--- src/rtl/raster_pixel_packer.sv ---
// Thresholds evaluator samples into 1-bit pixels, packs them LSB-first into words, queues them in a FWFT FIFO.
// Optional per-frame inside-pixel counter enabled by macro PIXEL_PACKER_STATS_EN.
module raster_pixel_packer #(
  parameter int WIDTH      = 64,
  parameter int PACK_W     = 32,
  parameter int FIFO_DEPTH = 8,
  parameter int AF_MARGIN  = 3
) (
  input  logic              clk,
  input  logic              reset_n,
  input  logic              in_valid,
  input  logic [WIDTH-1:0]  in_data,
  input  logic              in_last,
  output logic              out_valid,
  input  logic              out_ready,
  output logic [PACK_W-1:0] out_data,
  output logic              out_last,
  output logic              almost_full,
  output logic              overflow,
  output logic              frame_done,
  output logic [31:0]       inside_count
);

  localparam int IW = $clog2(PACK_W);
  localparam int AW = $clog2(FIFO_DEPTH);
  localparam int CW = AW + 1;
  localparam logic [IW-1:0] IDX_MAX = IW'(PACK_W - 1);
  localparam logic [CW-1:0] DEPTH_C = CW'(FIFO_DEPTH);
  localparam logic [CW-1:0] AF_C    = CW'(AF_MARGIN);

  logic [IW-1:0]         r_idx;
  logic [PACK_W-1:0]     r_pack;
  logic [PACK_W-1:0]     r_mem [FIFO_DEPTH];
  logic [FIFO_DEPTH-1:0] r_mem_last;
  logic [AW-1:0]         r_wptr;
  logic [AW-1:0]         r_rptr;
  logic [CW-1:0]         r_cnt;

  logic              w_pix;
  logic              w_done;
  logic [PACK_W-1:0] w_word;
  logic              w_empty;
  logic              w_full;
  logic              w_pop;
  logic              w_push;
  logic [CW-1:0]     w_cnt_nxt;
  logic [CW-1:0]     w_free;
  logic              w_unused;

  assign w_pix     = in_data[WIDTH-1];
  assign w_unused  = ^in_data[WIDTH-2:0];
  assign w_done    = in_valid && (in_last || (r_idx == IDX_MAX));
  assign w_word    = r_pack | (PACK_W'(w_pix) << r_idx);
  assign w_empty   = (r_cnt == '0);
  assign w_full    = (r_cnt == DEPTH_C);
  assign w_pop     = !w_empty && out_ready;
  // A pop frees the head slot at the same edge, so a full FIFO can still take a push.
  assign w_push    = w_done && (!w_full || w_pop);
  assign w_cnt_nxt = r_cnt + CW'(w_push) - CW'(w_pop);
  assign w_free    = DEPTH_C - w_cnt_nxt;

  assign out_valid = !w_empty;
  assign out_data  = w_empty ? '0 : r_mem[r_rptr];
  assign out_last  = !w_empty && r_mem_last[r_rptr];

  always_ff @(posedge clk or negedge reset_n) begin
    if (!reset_n) begin
      r_idx  <= '0;
      r_pack <= '0;
    end else if (in_valid) begin
      if (w_done) begin
        r_idx  <= '0;
        r_pack <= '0;
      end else begin
        r_idx  <= r_idx + IW'(1);
        r_pack <= w_word;
      end
    end
  end

  always_ff @(posedge clk) begin
    if (w_push) begin
      r_mem[r_wptr]      <= w_word;
      r_mem_last[r_wptr] <= in_last;
    end
  end

  always_ff @(posedge clk or negedge reset_n) begin
    if (!reset_n) begin
      r_wptr      <= '0;
      r_rptr      <= '0;
      r_cnt       <= '0;
      almost_full <= 1'b0;
      overflow    <= 1'b0;
      frame_done  <= 1'b0;
    end else begin
      if (w_push) r_wptr <= r_wptr + AW'(1);
      if (w_pop)  r_rptr <= r_rptr + AW'(1);
      r_cnt       <= w_cnt_nxt;
      almost_full <= (w_free <= AF_C);
      frame_done  <= w_pop && r_mem_last[r_rptr];
      if (w_done && !w_push) overflow <= 1'b1;
    end
  end

`ifdef PIXEL_PACKER_STATS_EN
  logic [31:0] r_stat;
  logic [31:0] r_inside;
  logic [31:0] w_sum;

  assign w_sum        = (r_stat == 32'hFFFF_FFFF) ? r_stat : r_stat + {31'b0, w_pix};
  assign inside_count = r_inside;

  always_ff @(posedge clk or negedge reset_n) begin
    if (!reset_n) begin
      r_stat   <= '0;
      r_inside <= '0;
    end else if (in_valid) begin
      if (in_last) begin
        r_stat   <= '0;
        r_inside <= w_sum;
      end else begin
        r_stat   <= w_sum;
      end
    end
  end
`else
  assign inside_count = '0;
`endif

endmodule

--- config.mk ---
export PLATFORM = sky130hd
export DESIGN_NAME = raster_pixel_packer
export DESIGN_NICKNAME = d
export VERILOG_FILES = /design/src/rtl/raster_pixel_packer.sv
export SDC_FILE = /design/constraint.sdc
export NUM_CORES = 1
export LEC_CHECK = 0
export ABC_CLOCK_PERIOD_IN_PS = 8900
export CORE_MARGIN = 1
export CORE_UTILIZATION = 68
export DETAILED_ROUTE_END_ITERATION = 8
export DONT_BUFFER_PORTS = 1
export PLACE_DENSITY = 0.84
export SLEW_MARGIN = 20
export SYNTH_ARGS = -nofsm -noshare
export SYNTH_HDL_FRONTEND = slang
export SYNTH_SLANG_ARGS = --single-unit
--- constraint.sdc ---
create_clock -name clk -period 8.9 [get_ports clk]
set_input_delay 1.78 -clock clk [delete_from_list [all_inputs] [get_ports clk]]
set_output_delay 1.78 -clock clk [all_outputs]
set_load 0.01 [all_outputs]
Word-level counts from Yosys, hierarchy flattened
Memory sizes are Yosys's and may differ from the RTL's.
Index checks and enable logic that the tools add are counted.
{"block": "classes", "add_sub_neg": 6, "magnitude_cmp": 4, "n_eq_ne": 2, "shifts": 1, "mux": 10, "bitwise": 1, "n_reduce_logical": 13}
{"operator": "2-to-1 mux 32 bit", "n": 2}
{"operator": "OR 32 bit", "n": 1}
{"operator": "<< shifter 1 x 5 -> 32 bit", "n": 1}
{"operator": "bitwise mux 8 bit", "n": 1}
{"operator": "< comparator 3 x 4 -> 1 bit (second input constant)", "n": 2}
{"operator": "logical AND 1 bit", "n": 7}
{"operator": "adder 3 x 1 -> 3 bit (second input constant)", "n": 2}
{"operator": "adder 5 x 1 -> 5 bit (second input constant)", "n": 1}
{"operator": "== test 5 bit (second input constant)", "n": 1}
{"operator": "2-to-1 mux 5 bit", "n": 1}
{"operator": "adder 4 x 1 -> 4 bit", "n": 1}
{"operator": "== test 4 bit (second input constant)", "n": 1}
{"operator": "less-or-equal comparator 4 x 2 -> 1 bit (second input constant)", "n": 1}
{"operator": "zero test 4 bit", "n": 1}
{"operator": "2-to-1 mux 1 bit", "n": 4}
{"operator": "subtractor 4 x 1 -> 4 bit", "n": 1}
{"operator": "subtractor 4 bit (first input constant)", "n": 1}
{"operator": "binary-select mux 1 bit (select 3 bit)", "n": 1}
{"operator": "demux 1 bit (select 3 bit)", "n": 1}
{"operator": "greater-or-equal comparator 3 x 1 -> 1 bit (second input constant)", "n": 1}
{"operator": "zero test 1 bit", "n": 3}
{"operator": "logical OR 1 bit", "n": 2}
{"block": "totals", "register_bits": 58, "mem_bits_rw": 256, "inputBits": 69, "output_inout_bits": 69, "wordCells": 47, "n_memories": 1}
{"memory": "r_mem", "words": 8, "width": 32, "rd": 1, "rd_ports_with_merged_regs": 0, "write_ports": 1, "line_no": "33", "rtl": "logic [PACK_W-1:0] r_mem [FIFO_DEPTH];"}

Logic depth before layout (Yosys ltp)
{"block": "depth", "word_depth": 9, "mapped_depth": 14, "depth_no_buf": 14}

Worst setup path before layout
No wires, ideal clock.
{"block": "synth_path", "path_kind": "input -> register", "start": "in out_ready", "end": "mem r_mem[0][0] (enable)", "setup_ns": 0.464, "arrival_time_ns": 4.575, "required_ns": 8.436, "path_slack_ns": 3.861, "path_stages": 4, "n_path_buf": 0, "path_cell_list": "nand2b_1 > a31oi_2 > nand2b_1 > nor3_1"}
{"block": "synth_between", "elab_chain_len": 5}
{"element": "start: declaration", "line_no": "15", "rtl": "input logic out_ready,"}
{"element": "logical AND 1 bit", "line_no": "56", "rtl": "assign w_pop = !w_empty && out_ready;"}
{"element": "logical OR 1 bit", "line_no": "58", "rtl": "assign w_push = w_done && (!w_full || w_pop);"}
{"element": "logical AND 1 bit", "line_no": "58"}
{"element": "2-to-1 mux 1 bit", "line_no": "82", "rtl": "if (w_push) begin"}
{"element": "2-to-1 mux 1 bit (implied by the code)", "line_no": "83", "rtl": "r_mem[r_wptr] <= w_word;"}
{"element": "end: declaration", "line_no": "33"}
Every way passes these cells.

Worst setup path in the final report
{"block": "layout_path", "start": "reg r_rptr[0]", "end": "out out_last"}
{"block": "layout_between", "elab_chain_len": 3}
{"element": "start: declaration", "line_no": "36", "rtl": "logic [AW-1:0] r_rptr;"}
{"element": "start signal: assignment", "line_no": "98", "rtl": "if (w_pop) r_rptr <= r_rptr + AW'(1);"}
{"element": "binary-select mux 1 bit (select 3 bit)", "line_no": "64", "rtl": "assign out_last = !w_empty && r_mem_last[r_rptr];"}
{"element": "2-to-1 mux 1 bit (implied by the code)", "line_no": "64"}
{"element": "logical AND 1 bit", "line_no": "64"}
{"element": "end: declaration", "line_no": "17", "rtl": "output logic out_last,"}
Every way passes these cells. The select of a mux whose other input is x is not followed.

==> results.py <==
metrics = {
    "final_layout": {
        "fin_cells": 919,
        "area_growth_pct": 8.81,
        "drive_gt1_frac": 0.168,
        "num_antenna_cells": 0,
        "final_cell_area_um2": 13800,
        "seq_area_um2": 9180,
        "multiInputGateArea_um2": 3230,
        "fillers": 917,
        "nets": 747,
    },
    "power_and_ir_drop": {
        "vdd_drop_max_v": 0.000323,
        "power.density_nw_per_um2": 298,
        "p_leak_uw": 0.00514,
    },
    "global_routing": {
        "grt_max_degree": 67,
        "grt_pass1_wl_um": 38400,
        "antenna_found_initial": 0,
        "grt_overflow": 0,
        "grt_pass1_vias": 6638,
        "grt_usage": 0.269,
    },
    "detailed_routing": {
        "first_pass_iters": 9,
        "route.vias.total": 6382,
        "wire_per_inst_um": 27.1,
        "wl_um": 24900,
        "via_per_inst": 6.94,
        "drc": 4,
        "initialDrtViolationCount": 644,
        "ant_nets": 0,
    },
    "floorplan": {
        "initial_core_util": 0.701,
        "core_um2": 18100,
        "die_area_um2": 19300,
        "die-height_um": 139,
        "pin_count": 138,
        "die_x_um": 139,
        "rows": 49,
    },
    "clock_network": {
        "cts_tree": "yes",
        "postCtsSetupBuffers": 0,
        "cts_sinks": 314,
        "clk_pin_slew_ps": 70,
        "htree_levels": 1,
        "numCtsBuffers": 29,
        "ctsHoldBuffers": 0,
        "clkLatencyLatePin_ps": 550,
        "cts_resized": 0,
        "clk_path_buf_depth": 3,
        "cts-root-buf": "clkbuf_16",
    },
    "synth": {
        "ys_seq_area_frac": 0.722,
        "ys_async_sr_fraction": 0.159,
        "synth_xor_area_frac": 0.00551,
        "yosysWarnings": 0,
        "netlist_area_um2": 12700,
        "synth-seq-cells": 314,
        "synth_top_area_share": 0.623,
        "synth_compound_area_frac": 0.0643,
        "synthSimpleGateAreaFrac": 0.0273,
        "synth_cell_types": 42,
        "synth_area_per_cell_um2": 19.4,
        "syn_inst": 655,
        "synthMuxAreaShare": 0.130,
        "ys.flop_type": "edfxtp_1",
        "synth_top_area_cell": "edfxtp_1",
        "synth.top_cells.by_area": "edfxtp_1 62%, dfrtp_1 9.8%, mux4_1 6.4%, mux4_2 6.2%, a22o_1 3.6%",
        "synth_fa_ha_area_frac": 0.0114,
        "synth_edf_count": 264,
        "synth_top_family_by_area": "multiplexers",
    },
    "timing": {
        "hold_slack_ps": 483,
        "fin_skew_ps": 17.1,
        "min_period_ps": 4900,
        "setup_viol": 0,
        "fin_crit_sh": 0.551,
        "slew_headroom": 0.268,
        "slew_viol_final": 0,
        "worst_pin_slew_ps": 1090,
        "hold_viol": 0,
        "setup_tns_ps": 0,
        "timing.fmax_ghz": 0.204,
        "rsz0062_at_grt": "no",
    },
    "setup_path": {
        "crit_required_ps": 7120,
        "startpoint": "r_rptr[0]$_DFFE_PN0N_",
        "worst-path-max-fanout": 35,
        "crit-reg2reg-launch": "r_idx[1]$_DFFE_PN0P_",
        "worst_setup_path_start_kind": "flip-flop",
        "worstPathArrival_ps": 3120,
        "end_kind": "output pin",
        "criticalPathCategory": "flip-flop to output pin",
    },
    "worst_hold_path": {
        "min-delay-start": "r_pack[22]$_DFFE_PN0P_",
        "hp-class": "flip-flop to flip-flop",
    },
    "placed_design": {
        "dp_hpwl_um": 13400,
        "placed_cells": 865,
        "post_dp_cell_area_um2": 12800,
        "place_congestion": 0.880,
        "numPortBuffers": 0,
    },
    "status": {
        "status": "complete, but fails checks",
        "violations": "DRC",
    },
    "flow_run": {
        "cap_violations": 0,
    },
}
==> worst paths after layout <==
path,slack [ps],endpoint,cells past startpoint
worst max-delay path,4000,out_last,4
worst min-delay path,480,r_pack[22]$_DFFE_PN0P_,2
worst max register to register,5400,almost_full$_DFF_PN0_,14
worst min register to register,480,r_pack[22]$_DFFE_PN0P_,2
max in group asynchronous,7850,r_idx[3]$_DFFE_PN0P_,0
min in group asynchronous,930,r_wptr[1]$_DFFE_PN0P_,0
==> synth_stat cells (2+ instances only) <==
| master | number |
|---|---|
| o21bai_1 | 8 |
| o31ai_1 | 2 |
| dfrtp_1 | 50 |
| or3_1 | 3 |
| nor2_1 | 17 |
| edfxtp_1 | 264 |
| buf_12 | 4 |
| o21ai_1 | 2 |
| mux4_1 | 31 |
| nor3_1 | 6 |
| mux2i_1 | 3 |
| clkbuf_1 | 15 |
| nand2_1 | 16 |
| a41o_1 | 2 |
| a22o_1 | 52 |
| mux2_2 | 2 |
| mux4_2 | 35 |
| nand3b_1 | 3 |
| o21ai_0 | 11 |
| nor2_2 | 2 |
| ha_1 | 10 |
| nor3b_2 | 2 |
| a21o_1 | 21 |
| nand3_1 | 8 |
| buf_4 | 35 |
| and3_1 | 2 |
| xor2_1 | 4 |
| xnor2_1 | 4 |
| nand2b_1 | 5 |
| inv_1 | 13 |
| buf_2 | 8 |
| a21oi_1 | 4 |
| o22ai_1 | 2 |
==> flip-flops by register name, summed over array words and instances, names as in the netlist <==
| register | cells |
|---|---|
| r_mem | 256 |
| r_pack | 32 |
| r_mem_last | 8 |
| r_idx | 5 |
| r_cnt | 4 |
| r_rptr | 3 |
| r_wptr | 3 |
| almost_full | 1 |
| frame_done | 1 |
| overflow | 1 |
==> critical path: stages (launching register included) <==
cell and delay, ps:
dfrtp_4 840, buf_4 640, mux4_1 650, mux2i_1 250, a21oi_1 120
==> stage by stage <==
step	util	setup WS, ps	power [uW]
final	0.763	4000	4120
after global routing	0.763	3810	4270
after CTS	0.763	3960	4140
after detailed placement	0.708	4530	2880
after global placement	0.708	4590	2840
after floorplan	-	3860	2680
==> layer usage <==
| metal | vias up | GRT usage | share of wire |
|---|---|---|---|
| met4 | 0 | 0.0789 | 0.022 |
| met3 | 51 | 0.0563 | 0.098 |
| li1 | 2624 | - | - |
| met5 | - | 0 | 0 |
| met1 | 3299 | 0.371 | 0.38 |
| met2 | 408 | 0.444 | 0.50 |
==> area by class of cell <==
type / instances / share of cell area
clock buffers: 40 / 0.0590
clock inverters: 14 / 0.0129
inverters: 13 / 0.00353
multi-input cells: 296 / 0.233
flip-flops and latches: 314 / 0.664
well taps: 229 / 0.0207
repair buffers: 13 / 0.00705
==> cell families (layout without fill, tap and decap cells) <==
group / after synthesis / in the layout
other: 1 / 32
AO/OA/AOI/OAI: 105 / 105
buffers and inverters: 76 / 80
XOR/XNOR: 8 / 8
AND/OR/NAND/NOR: 69 / 69
flip-flops: 314 / 314
adder cells (fa/ha/maj): 11 / 11
multiplexers: 71 / 71
==> power by group <==
group | switching, uW | internal [uW] | leakage (uW)
sequential | 105 | 1720 | 0.00314
clock | 512 | 758 | 0.000491
combinational | 567 | 458 | 0.00152
total | 1180 | 2940 | 0.00514
==> layout by cell type, fill, tap and decap left out, types with 3 or more instances in the layout <==
master,synthesis,layout
bufinv_16,0,4
mux4_2,35,35
ha_1,10,10
o21ai_0,11,11
conb_1,1,32
a21o_1,21,21
nand3_1,8,8
nor2_1,17,11
o21bai_1,8,8
dfrtp_1,50,48
a21oi_1,4,3
nor3_1,6,4
a22o_1,52,52
nor2_4,0,6
clkbuf_8,0,5
nand2_1,16,16
nand2b_1,5,5
clkbuf_1,15,6
or3_1,3,3
mux4_1,31,31
nand3b_1,3,3
clkinv_2,0,6
edfxtp_1,264,264
mux2i_1,3,3
buf_4,35,13
clkbuf_16,0,29
xnor2_1,4,4
xor2_1,4,4
inv_1,13,13
Note: power is estimated with default switching activity, not from simulation.
